File: src/rtl/ram_loader_if.sv
// Byte-stream and RAM write-port bundle for the boot loader.
// The slave modport is the loader's view; master is the host/source side.
interface ram_loader_if #(
    parameter int ADDR_W = 12
);
    logic              start;
    logic              in_valid;
    logic [7:0]        in_data;
    logic              in_ready;
    logic              ram_wen;
    logic [ADDR_W-1:0] ram_address;
    logic [31:0]       ram_wdata;
    logic              busy;
    logic              done;
    logic              error;

    modport slave (
        input  start, in_valid, in_data,
        output in_ready, ram_wen, ram_address, ram_wdata, busy, done, error
    );

    modport master (
        output start, in_valid, in_data,
        input  in_ready, ram_wen, ram_address, ram_wdata, busy, done, error
    );
endinterface

File: src/rtl/ram_loader.sv
// Boot-time RAM loader: unpacks a length-prefixed, checksummed byte frame
// into little-endian 32-bit words written sequentially from address 0.
module ram_loader #(
    parameter int ADDR_W = 12
) (
    input  logic         clk,
    input  logic         rst,
    ram_loader_if.slave  bus
);
    localparam logic [2:0] IDLE  = 3'd0;
    localparam logic [2:0] LEN0  = 3'd1;
    localparam logic [2:0] LEN1  = 3'd2;
    localparam logic [2:0] DATA  = 3'd3;
    localparam logic [2:0] WRITE = 3'd4;
    localparam logic [2:0] CSUM  = 3'd5;
    localparam logic [2:0] ERROR = 3'd6;

    localparam int          IDX_W     = ADDR_W - 1;
    localparam logic [31:0] MAX_WORDS = 32'd1 << (ADDR_W - 2);

    logic [2:0]        state;
    logic [7:0]        len_lo;
    logic [7:0]        sum;
    logic [IDX_W-1:0]  word_count;
    logic [IDX_W-1:0]  word_idx;
    logic [1:0]        lane;
    logic [ADDR_W-1:0] ram_address;
    logic [31:0]       ram_wdata;
    logic              done_q;
    logic              error_q;

    logic              xfer;
    logic [15:0]       len_full;
    logic              too_long;
    logic [IDX_W-1:0]  idx_next;

    // Handshake and status are pure decodes of the registered state, so they
    // are glitch-free and already at their reset values while state is IDLE.
    assign bus.in_ready = (state == LEN0) || (state == LEN1) ||
                          (state == DATA) || (state == CSUM);
    assign bus.busy     = (state != IDLE) && (state != ERROR);
    assign bus.ram_wen  = (state == WRITE);

    assign bus.ram_address = ram_address;
    assign bus.ram_wdata   = ram_wdata;
    assign bus.done        = done_q;
    assign bus.error       = error_q;

    assign xfer     = bus.in_valid && bus.in_ready;
    assign len_full = {bus.in_data, len_lo};
    assign too_long = 32'(len_full) > MAX_WORDS;
    assign idx_next = word_idx + IDX_W'(1);

    always_ff @(posedge clk) begin
        // NOTE: every register here uses <= so all of them update from the
        // same pre-edge values; a blocking = would leak new values downstream.
        if (rst) begin
            state       <= IDLE;
            len_lo      <= '0;
            sum         <= '0;
            word_count  <= '0;
            word_idx    <= '0;
            lane        <= '0;
            ram_address <= '0;
            ram_wdata   <= '0;
            done_q      <= 1'b0;
            error_q     <= 1'b0;
        end else begin
            done_q <= 1'b0;
            case (state)
                IDLE: begin
                    if (bus.start) begin
                        state    <= LEN0;
                        error_q  <= 1'b0;
                        word_idx <= '0;
                        lane     <= '0;
                        sum      <= '0;
                    end
                end
                LEN0: begin
                    if (xfer) begin
                        len_lo <= bus.in_data;
                        state  <= LEN1;
                    end
                end
                LEN1: begin
                    if (xfer) begin
                        // Only kept when in range, so the truncation is lossless.
                        word_count <= IDX_W'(len_full);
                        if (too_long) begin
                            state   <= ERROR;
                            error_q <= 1'b1;
                        end else if (len_full == 16'd0) begin
                            state <= CSUM;
                        end else begin
                            state <= DATA;
                        end
                    end
                end
                DATA: begin
                    if (xfer) begin
                        ram_wdata[{lane, 3'b000} +: 8] <= bus.in_data;
                        sum  <= sum + bus.in_data;
                        lane <= lane + 2'd1;
                        if (lane == 2'd3) begin
                            state       <= WRITE;
                            ram_address <= ADDR_W'({word_idx, 2'b00});
                        end
                    end
                end
                WRITE: begin
                    word_idx <= idx_next;
                    state    <= (idx_next == word_count) ? CSUM : DATA;
                end
                CSUM: begin
                    if (xfer) begin
                        if (bus.in_data == sum) begin
                            state  <= IDLE;
                            done_q <= 1'b1;
                        end else begin
                            state   <= ERROR;
                            error_q <= 1'b1;
                        end
                    end
                end
                ERROR: begin
                    state <= IDLE;
                end
                default: begin
                    state <= IDLE;
                end
            endcase
        end
    end
endmodule

File: src/flat_wrapper.sv
// flat-port wrapper written by rule: the top's interface ports become plain ports
module ram_loader_flat 
#(
    parameter int ADDR_W = 12
)
  (clk, rst, bus_start, bus_in_valid, bus_in_data, bus_in_ready, bus_ram_wen, bus_ram_address, bus_ram_wdata, bus_busy, bus_done, bus_error);
  ram_loader_if #(.ADDR_W(ADDR_W)) bus_i ();
  input  logic clk;
  input  logic rst;
  input wire logic [$bits(bus_i.start)-1:0] bus_start;
  input wire logic [$bits(bus_i.in_valid)-1:0] bus_in_valid;
  input wire logic [$bits(bus_i.in_data)-1:0] bus_in_data;
  output wire logic [$bits(bus_i.in_ready)-1:0] bus_in_ready;
  output wire logic [$bits(bus_i.ram_wen)-1:0] bus_ram_wen;
  output wire logic [$bits(bus_i.ram_address)-1:0] bus_ram_address;
  output wire logic [$bits(bus_i.ram_wdata)-1:0] bus_ram_wdata;
  output wire logic [$bits(bus_i.busy)-1:0] bus_busy;
  output wire logic [$bits(bus_i.done)-1:0] bus_done;
  output wire logic [$bits(bus_i.error)-1:0] bus_error;
  assign bus_i.start = bus_start;
  assign bus_i.in_valid = bus_in_valid;
  assign bus_i.in_data = bus_in_data;
  assign bus_in_ready = bus_i.in_ready;
  assign bus_ram_wen = bus_i.ram_wen;
  assign bus_ram_address = bus_i.ram_address;
  assign bus_ram_wdata = bus_i.ram_wdata;
  assign bus_busy = bus_i.busy;
  assign bus_done = bus_i.done;
  assign bus_error = bus_i.error;
  ram_loader #(.ADDR_W(ADDR_W)) u_core (.clk(clk), .rst(rst), .bus(bus_i));
endmodule
File: config.mk
export PLATFORM = sky130hd
export DESIGN_NAME = ram_loader_flat
export DESIGN_NICKNAME = d
export VERILOG_FILES = /design/src/rtl/ram_loader_if.sv /design/src/rtl/ram_loader.sv /design/src/flat_wrapper.sv
export SDC_FILE = /design/constraint.sdc
export NUM_CORES = 1
export LEC_CHECK = 0
export ABC_AREA = 0
export CORE_ASPECT_RATIO = 1.5
export CORE_MARGIN = 4
export CORE_UTILIZATION = 48
export CTS_CLUSTER_SIZE = 25
export DETAILED_ROUTE_END_ITERATION = 8
export GPL_ROUTABILITY_DRIVEN = 1
export PLACE_DENSITY_LB_ADDON = 0.3
export SYNTH_ARGS = -nofsm -noshare
export SYNTH_HDL_FRONTEND = slang
export SYNTH_SLANG_ARGS = --single-unit
File: constraint.sdc
create_clock -name clk -period 3.9 [get_ports clk]
set_input_delay 1.17 -clock clk [delete_from_list [all_inputs] [get_ports clk]]
set_output_delay 1.17 -clock clk [all_outputs]
set_load 0.02 [all_outputs]
* After elaboration in Yosys (flattened, before gate mapping)
Cells that the tools add are included.
** Storage, ports and cells
- Output and inout port bits :: 49
- Word-level logic and storage cells :: 83
- Input bits :: 12
- Flip-flop bits (word level) :: 87
** Operators by class
- Equal/unequal tests :: 17
- Add/subtract/negate cells :: 4
- Bitwise operators :: 2
- Order comparisons :: 1
- Reduce and logical (&&, ||, !) cells :: 20
- Multiplexer cells :: 27
- Shifts and indexed selects :: 2
** Operator list (count)
- $bwmux W32 :: 1
- $shift A8 B7 Y32 const A :: 1
- $shiftx A8 B7 Y32 :: 1
- $mux W3 :: 10
- $pmux W11 S2 :: 1
- $pmux W3 S6 :: 1
- $gt A16 B11 Y1 const B :: 1
- $logic_not A16 Y1 :: 1
- $mux W8 :: 2
- $pmux W8 S2 :: 1
- $reduce_and A6 Y1 :: 2
- $add A11 B1 Y11 const B :: 1
- $eq A11 B11 Y1 :: 1
- $mux W11 :: 1
- $ne A2 B1 Y1 const B :: 5
- $add A8 B8 Y8 :: 1
- $eq A8 B8 Y1 :: 1
- $reduce_and A2 Y1 :: 4
- $neg A5 Y7 :: 1
- $eq A3 B2 Y1 const B :: 2
- $eq A3 B3 Y1 const B :: 2
- $mux W1 :: 6
- $ne A2 B2 Y1 const B :: 3
- $reduce_and A3 Y1 :: 2
- other kinds (14) :: 21

* Longest topological paths before layout
Gate-level depths: netlist (run 1).
- Depth after elaboration :: 7
- Depth in mapped cells :: 8
- Gate-level depth less buffers :: 8

* Worst setup path before layout (run 1)
No wires, ideal clock.
- Path kind :: input to register
- Start point :: input port bus_in_data[0]
- End point :: register u_core.sum[6]
- Setup time :: 0.122 ns
- Cell stages on the path :: 8
- Path slack :: 1.073 ns
- Arrival :: 2.705 ns
- Data required time :: 3.778 ns
- Cells stage by stage :: ha_1 > fa_1 > a21o_1 > a21oi_1 > o21bai_1 > a21oi_1 > nor4_1 > a311o_1
** Between the ends
- Cells in the longest elaborated chain, start to end :: 3
** Ends and longest elaborated chain
- start, declared :: RTL line flat_wrapper.sv:12 : input wire logic [$bits(bus_i.in_data)-1:0] bus_in_data;
- $add A8 B8 Y8 :: RTL line ram_loader.sv:103 : sum <= sum + bus.in_data;
- $mux W8 :: RTL line ram_loader.sv:101 : if (xfer) begin
- $pmux W8 S2 :: RTL line ram_loader.sv:70 : case (state)
- end signal, assigned :: RTL line ram_loader.sv:103
- end, declared :: RTL line ram_loader.sv:23 : logic [7:0] sum;
No other way between the ends. The select of a mux whose other input is x is not followed.
A chain may end at the register's enable or synchronous reset.

* Final worst setup path (run 1)
- Start point :: register u_core.state[0]
- End point :: output port bus_ram_wen
** Between the ends
- Cells in the longest elaborated chain, start to end :: 1
** Ends and longest elaborated chain
- start, declared :: RTL line ram_loader.sv:21 : logic [2:0] state;
- start signal, assigned :: RTL line ram_loader.sv:113 : state <= (idx_next == word_count) ? CSUM : DATA;
- $eq A3 B3 Y1 :: RTL line ram_loader.sv:42 : assign bus.ram_wen = (state == WRITE);
- end, declared :: RTL line flat_wrapper.sv:14 : output wire logic [$bits(bus_i.ram_wen)-1:0] bus_ram_wen;
No other way between the ends.

==> results of run 1 <==
==> stage by stage <==
stage                util  setup slack (ns)
floorplan               -              1.07
global placement    0.578             0.519
detailed placement  0.578             0.477
CTS                 0.618             0.620
global route        0.618             0.491
finish              0.618             0.623
==> final cells by class <==
type / count / area (sq um)
Multi-Input combinational cell: 404 / 2320
Tap cell: 107 / 134
Fill cell: 809 / 3250
Timing Repair Buffer: 73 / 688
Clock buffer: 12 / 267
Inverter: 8 / 30.0
Clock inverter: 4 / 76.3
Sequential cell: 87 / 1740
==> cell usage after synthesis (2+ instances only) <==
| cell | number | area, sq um |
|---|---|---|
| and4_1 | 2 | 17.5 |
| nand2b_1 | 3 | 18.8 |
| nor3b_1 | 4 | 30.0 |
| a21o_1 | 6 | 45.0 |
| mux2i_1 | 11 | 110 |
| a211oi_1 | 2 | 15.0 |
| inv_1 | 8 | 30.0 |
| nor3_1 | 12 | 60.1 |
| nor2_1 | 40 | 150 |
| nand2_2 | 2 | 12.5 |
| nand3_1 | 43 | 215 |
| or3_1 | 3 | 18.8 |
| a21boi_0 | 2 | 15.0 |
| a21oi_1 | 73 | 365 |
| o21ai_0 | 23 | 115 |
| and2_1 | 6 | 37.5 |
| dfxtp_1 | 87 | 1740 |
| clkbuf_1 | 24 | 90.1 |
| xor2_1 | 6 | 52.6 |
| o21a_1 | 2 | 15.0 |
| nor4_1 | 5 | 31.3 |
| nor2b_1 | 3 | 18.8 |
| ha_1 | 14 | 175 |
| buf_2 | 7 | 35.0 |
| nand3b_1 | 2 | 15.0 |
| o2111ai_1 | 2 | 17.5 |
| a22oi_1 | 5 | 37.5 |
| a31oi_1 | 3 | 18.8 |
| and3_1 | 3 | 18.8 |
| nand2_1 | 88 | 330 |
| o21bai_1 | 2 | 15.0 |
| a311oi_1 | 2 | 17.5 |
| xnor2_1 | 15 | 131 |
| buf_4 | 5 | 37.5 |
==> power by group <==
group | switching [uW] | internal [uW] | leakage [uW]
Clock | 352 | 615 | 0.000165
Sequential | 53.9 | 923 | 0.000702
Combinational | 283 | 172 | 0.00107
Total | 689 | 1710 | 0.00194
==> kinds of logic (layout without fill, tap and decap cells) <==
group           after synthesis  after routing  share of synthesized area
fa+ha+maj                    15             15                     0.0458
flops                        87             87                      0.409
mux                          11             11                     0.0258
xor+xnor                     21             21                     0.0432
other cells                   1              2                   0.000880
buf+inv                      45             97                     0.0464
compound gates              133            133                      0.184
simple gates                222            222                      0.245
==> worst max-delay path by stage <==
stage	start	to	slack (ns)	depth (start not counted)
after CTS	u_core.state[0]	bus_ram_wen	0.62	5
final	u_core.state[0]	bus_ram_wen	0.62	5
after global placement	bus_in_data[0]	u_core.sum[6]	0.52	9
after detailed placement	bus_in_data[0]	u_core.sum[6]	0.48	9
after global routing	u_core.state[0]	bus_ram_wen	0.49	5
after floorplan	bus_in_data[0]	u_core.sum[6]	1.07	8
==> worst max-delay path: cells and delay by family (launching register included) <==
kind                   cells  cell delay, ns
and+or+nand+nor            2            0.46
DFF                        1            0.45
buffers and inverters      3            0.85
==> routing by layer <==
layer  global-route usage  wire [microns]
met5                    0               0
met4                0.138             514
met3               0.0627             629
met2                0.382            5650
met1                0.230            4430
==> cell usage in the layout (no fill, tap or decap), types with 12 or more instances in the layout <==
cell type / instances
buf_4: 15
dfxtp_1: 87
ha_1: 14
nand3_1: 43
nor3_1: 12
nand2_1: 88
o21ai_0: 23
xnor2_1: 15
a21oi_1: 73
nor2_1: 40
clkdlybuf4s50_1: 57
==> sequential cells by signal, indices dropped and copies added (netlist names) <==
register and count:
u_core.bus.ram_wdata 32, u_core.word_count 11, u_core.word_idx 11, u_core.bus.ram_address 10
u_core.len_lo 8, u_core.sum 8, u_core.state 3, u_core.lane 2
u_core.bus.done 1, u_core.bus.error 1
==> flow_summary.yaml, run 1 <==
outcome:
  status: "finished clean"
placement:
  gp_congestion: 0.873
  dp_hpwl_microns: 7990
  dp.cells: 679
  port_buffers: 58
  placedInstanceArea_sq_mm: 0.00492
die:
  rows: 41
  die_h_microns: 123
  die_w_microns: 84.9
  die_area_sq_mm: 0.0105
  coreArea_sq_mm: 0.00852
  initial_core_util: 0.500
  io-pin-count: 61
grt:
  overflow: 0
  antenna_found_initial: 0
  grt_max_degree: 44
  grt_pass1_wl_microns: 18200
  grt_pass1_vias: 3923
  grt_use_total: 0.219
worst_setup_path:
  max_stage_delay_ns: 0.60
  arrival_ns: 2.11
  worstSetupStartpointType: "flop"
  crit_chain: "nor2_1, nand2_1, buf_4, inv_1, clkdlybuf4s50_1"
  r2r_cells: 6
  critPathSlowestCell: "clkdlybuf4s50_1"
  end_kind: "output port"
  path_class: "reg -> out"
  reg2reg_from: "u_core.word_idx[3]"
  r2r_end: "u_core.state[1]"
  cp_data_required_time_ns: 2.73
  worstPathMaxFanout: 16
  r2r_slack_ns: 1.54
clock_tree:
  cts_buffers: 9
  cts_tree: "built"
  clk_path_buf_depth: 2
  cts-root-buf: "clkbuf_16"
  cts_hold_buf: 0
  cts_setup_buffers: 0
  ctsResizeCount: 0
  h-tree-depth: 3
  clk_pin_slew_ns: 0.06
  clock_sinks: 87
  clk_latency_ns: 0.34
worst_hold_path:
  worst_hold_path.endpoint: "u_core.bus.ram_wdata[27]"
  worstHoldPathCells: 2
  hold_class: "reg -> reg"
  hp-start: "u_core.bus.ram_wdata[27]"
power_and_ir_drop:
  finalPower_uw: 2400
  ir_drop_uv: 248
  leakagePower_uw: 0.00194
  p_per_area_mw_per_mm2: 456
logic_synthesis:
  synth_cells: 535
  synth-edff-count: 0
  synth.distinct_cells: 54
  syn_area_sq_mm: 0.00426
  syn_area_per_cell_sq_um: 7.96
  yosysSeqAreaShare: 0.409
  synth-seq-cells: 87
  synth_top_flop_cell: "dfxtp_1"
  ys_async_sr_fraction: 0
  ys_warn_count: 0
layout:
  fin_nets: 610
  antenna_cells: 0
  syn_to_final_growth_pct: 23.5
  post-route-cell-area_sq_mm: 0.00526
  layoutNonFillerInstCount: 695
  final_layout_size_suffix_gt1_frac: 0.0663
sta:
  slew_viol_final: 0
  finalClockSkew_ns: 0.00588
  holdWs_ns: 0.452
  hold_violations: 0
  max_slew_margin: 0.343
  rsz0062_at_grt: "no"
  period_minus_slack_ns: 3.28
  worst_slew_pin_slew_ns: 0.983
  setup_viol: 0
  fmax_mhz: 305
  setup_tns_ns: 0
  post-route-period-util: 0.840
routing:
  first_pass_iters: 4
  antenna_left: 0
  routed_wl_microns: 11200
  drc_errors: 0
  avgRoutedWirePerCell_microns: 16.1
  first_iter_violations: 255
  vias: 3944
  vias_per_cell: 5.67
flow_run:
  drv_cap: 0
(Power assumes the default switching activity.)
==> run 2: changes to the inputs <==
==> constraint.sdc (replaced) <==
create_clock -name clk -period 3.4 [get_ports clk]
set_input_delay 1.02 -clock clk [delete_from_list [all_inputs] [get_ports clk]]
set_output_delay 1.02 -clock clk [all_outputs]
set_load 0.02 [all_outputs]
==> run 2 against run 1 <==
Sequential power up 14%. Clock power up 13%. Critical path type unchanged. Die area unchanged. Highest routed layer unchanged. Largest power group unchanged. Setup slack worse by 0.33 ns. Non-clock buffer count up 3.
==> flow_summary.yaml, run 2 (synthesis gave the netlist of run 1 again) <==
clock_tree:
  clk_latency_ns: 0.34
  cts_setup_buffers: 0
  cts-root-buf: "clkbuf_16"
  clock_sinks: 87
  h-tree-depth: 3
  cts_tree: "built"
  clk_pin_slew_ns: 0.06
  cts_hold_buf: 0
  ctsResizeCount: 0
  clk_path_buf_depth: 2
  cts_buffers: 9
worst_setup_path:
  r2r_slack_ns: 1.01
  cp_data_required_time_ns: 2.38
  end_kind: "output port"
  reg2reg_from: "u_core.word_idx[2]"
  crit_family: "buffers and inverters"
  crit_chain: "nor2_1, a21oi_1, clkdlybuf4s50_1"
  worstPathMaxFanout: 13
  path_class: "reg -> out"
  critPathSlowestCell: "clkdlybuf4s50_1"
  max_stage_delay_ns: 0.66
  worstSetupStartpointType: "flop"
  arrival_ns: 2.09
  crit_buf_inv: 1
  r2r_end: "u_core.state[1]"
  r2r_cells: 6
sta:
  fmax_mhz: 322
  finalClockSkew_ns: 0.00446
  setup_viol: 0
  period_minus_slack_ns: 3.11
  worst_slew_pin_slew_ns: 0.900
  hold_violations: 0
  setup_tns_ns: 0
  rsz0062_at_grt: "no"
  slew_viol_final: 0
  post-route-period-util: 0.914
  max_slew_margin: 0.399
layout:
  post-route-cell-area_sq_mm: 0.00527
  reg.largest.list: "u_core.bus.ram_wdata x32, u_core.word_count x11, u_core.word_idx x11"
  fillers: 797
  antenna_cells: 0
  final_cell_mix: "nand2_1, dfxtp_1, a21oi_1, clkdlybuf4s50_1, nand3_1"
  layout_commonest_cell: "nand2_1"
  fin_nets: 613
  top_register: "u_core.bus.ram_wdata"
  syn_to_final_growth_pct: 23.8
  final_layout_size_suffix_gt1_frac: 0.0711
  largest_reg_flops: 32
placement:
  dp_hpwl_microns: 8080
  gp_congestion: 0.869
  placedInstanceArea_sq_mm: 0.00494
  port_buffers: 58
flow_run:
  drv_cap: 0
die:
  initial_core_util: 0.500
  die_w_microns: 84.9
  die_h_microns: 123
  io-pin-count: 61
  coreArea_sq_mm: 0.00852
  die_area_sq_mm: 0.0105
  rows: 41
grt:
  grt_pass1_vias: 3865
  overflow: 0
  grt_pass1_wl_microns: 18300
  grt_use_total: 0.220
  antenna_found_initial: 0
  grt_max_degree: 47
worst_hold_path:
  hp-start: "u_core.bus.ram_wdata[11]"
  worst_hold_path.endpoint: "u_core.bus.ram_wdata[11]"
  hold_class: "reg -> reg"
  worstHoldPathCells: 2
routing:
  vias_per_cell: 5.72
  first_iter_violations: 290
  first_pass_iters: 5
  vias: 3994
  avgRoutedWirePerCell_microns: 15.9
  drc_errors: 0
  routed_wl_microns: 11100
  antenna_left: 0
power_and_ir_drop:
  leakagePower_uw: 0.00195
  p_per_area_mw_per_mm2: 520
  ir_drop_uv: 382
outcome:
  status: "finished clean"
==> run 2: changes by cell type in the layout (fill, tap and decap cells not counted) <==
cell        previous run  this run
clkbuf_8               3         2
clkinv_4               1         0
clkinv_2               0         1
buf_4                 15        18
clkinvlp_4             1         2
==> run 2: area by class of cell <==
cell class                 count  area (sq um)  area share
multi-input combinational    404          2320       0.441
sequential                    87          1740       0.330
timing repair buffer          76           711       0.135
clock buffer                  11           253      0.0479
tap                          107           134      0.0254
clock inverter                 5          80.1      0.0152
inverter                       8          30.0     0.00569
==> run 2: worst max-delay path by stage <==
| stage | from | to | cells past startpoint |
|---|---|---|---|
| 6_report | u_core.state[1] | bus_in_ready | 3 |
| 5_1_grt | bus_in_data[1] | u_core.sum[7] | 8 |
| 4_1_cts | u_core.state[1] | bus_busy | 3 |
| 3_5_place_dp | bus_in_data[0] | u_core.sum[6] | 9 |
| 3_3_place_gp | bus_in_data[0] | u_core.sum[6] | 9 |
| 2_1_floorplan | bus_in_data[0] | u_core.sum[6] | 8 |
==> run 2: per-layer routing <==
layer / global-route usage / vias to the layer above / routed length [microns]
li1: - / 1958 / -
met1: 0.231 / 1862 / 4250
met2: 0.390 / 134 / 5750
met3: 0.0480 / 40 / 570
met4: 0.147 / 0 / 548
met5: 0 / - / 0
==> run 2: worst min-delay path, delay by kind of cell (launching register included) <==
kind	cells	cell delay, ns
simple gates	1	0.05
compound gates	1	0.05
flops	1	0.31
==> run 2: report_power, final <==
part / internal (uW) / leakage (uW) / switching (uW)
logic: 205 / 0.00109 / 345
registers: 1060 / 0.000702 / 46.4
clock network: 682 / 0.000158 / 406
total: 1950 / 0.00195 / 797
==> run 2: through the flow <==
| step | power, uW | instances | util | setup WS (ns) | hold slack, ns |
|---|---|---|---|---|---|
| final | 2740 | 698 | 0.619 | 0.293 | 0.448 |
| after global routing | 2870 | 698 | 0.619 | 0.154 | 0.473 |
| after CTS | 2760 | 698 | 0.619 | 0.323 | 0.452 |
| after detailed placement | 1670 | 682 | 0.580 | 0.151 | 0.443 |
| after global placement | 1660 | 682 | 0.580 | 0.183 | 0.440 |
| after floorplan | 1480 | 536 | - | 0.723 | 0.436 |
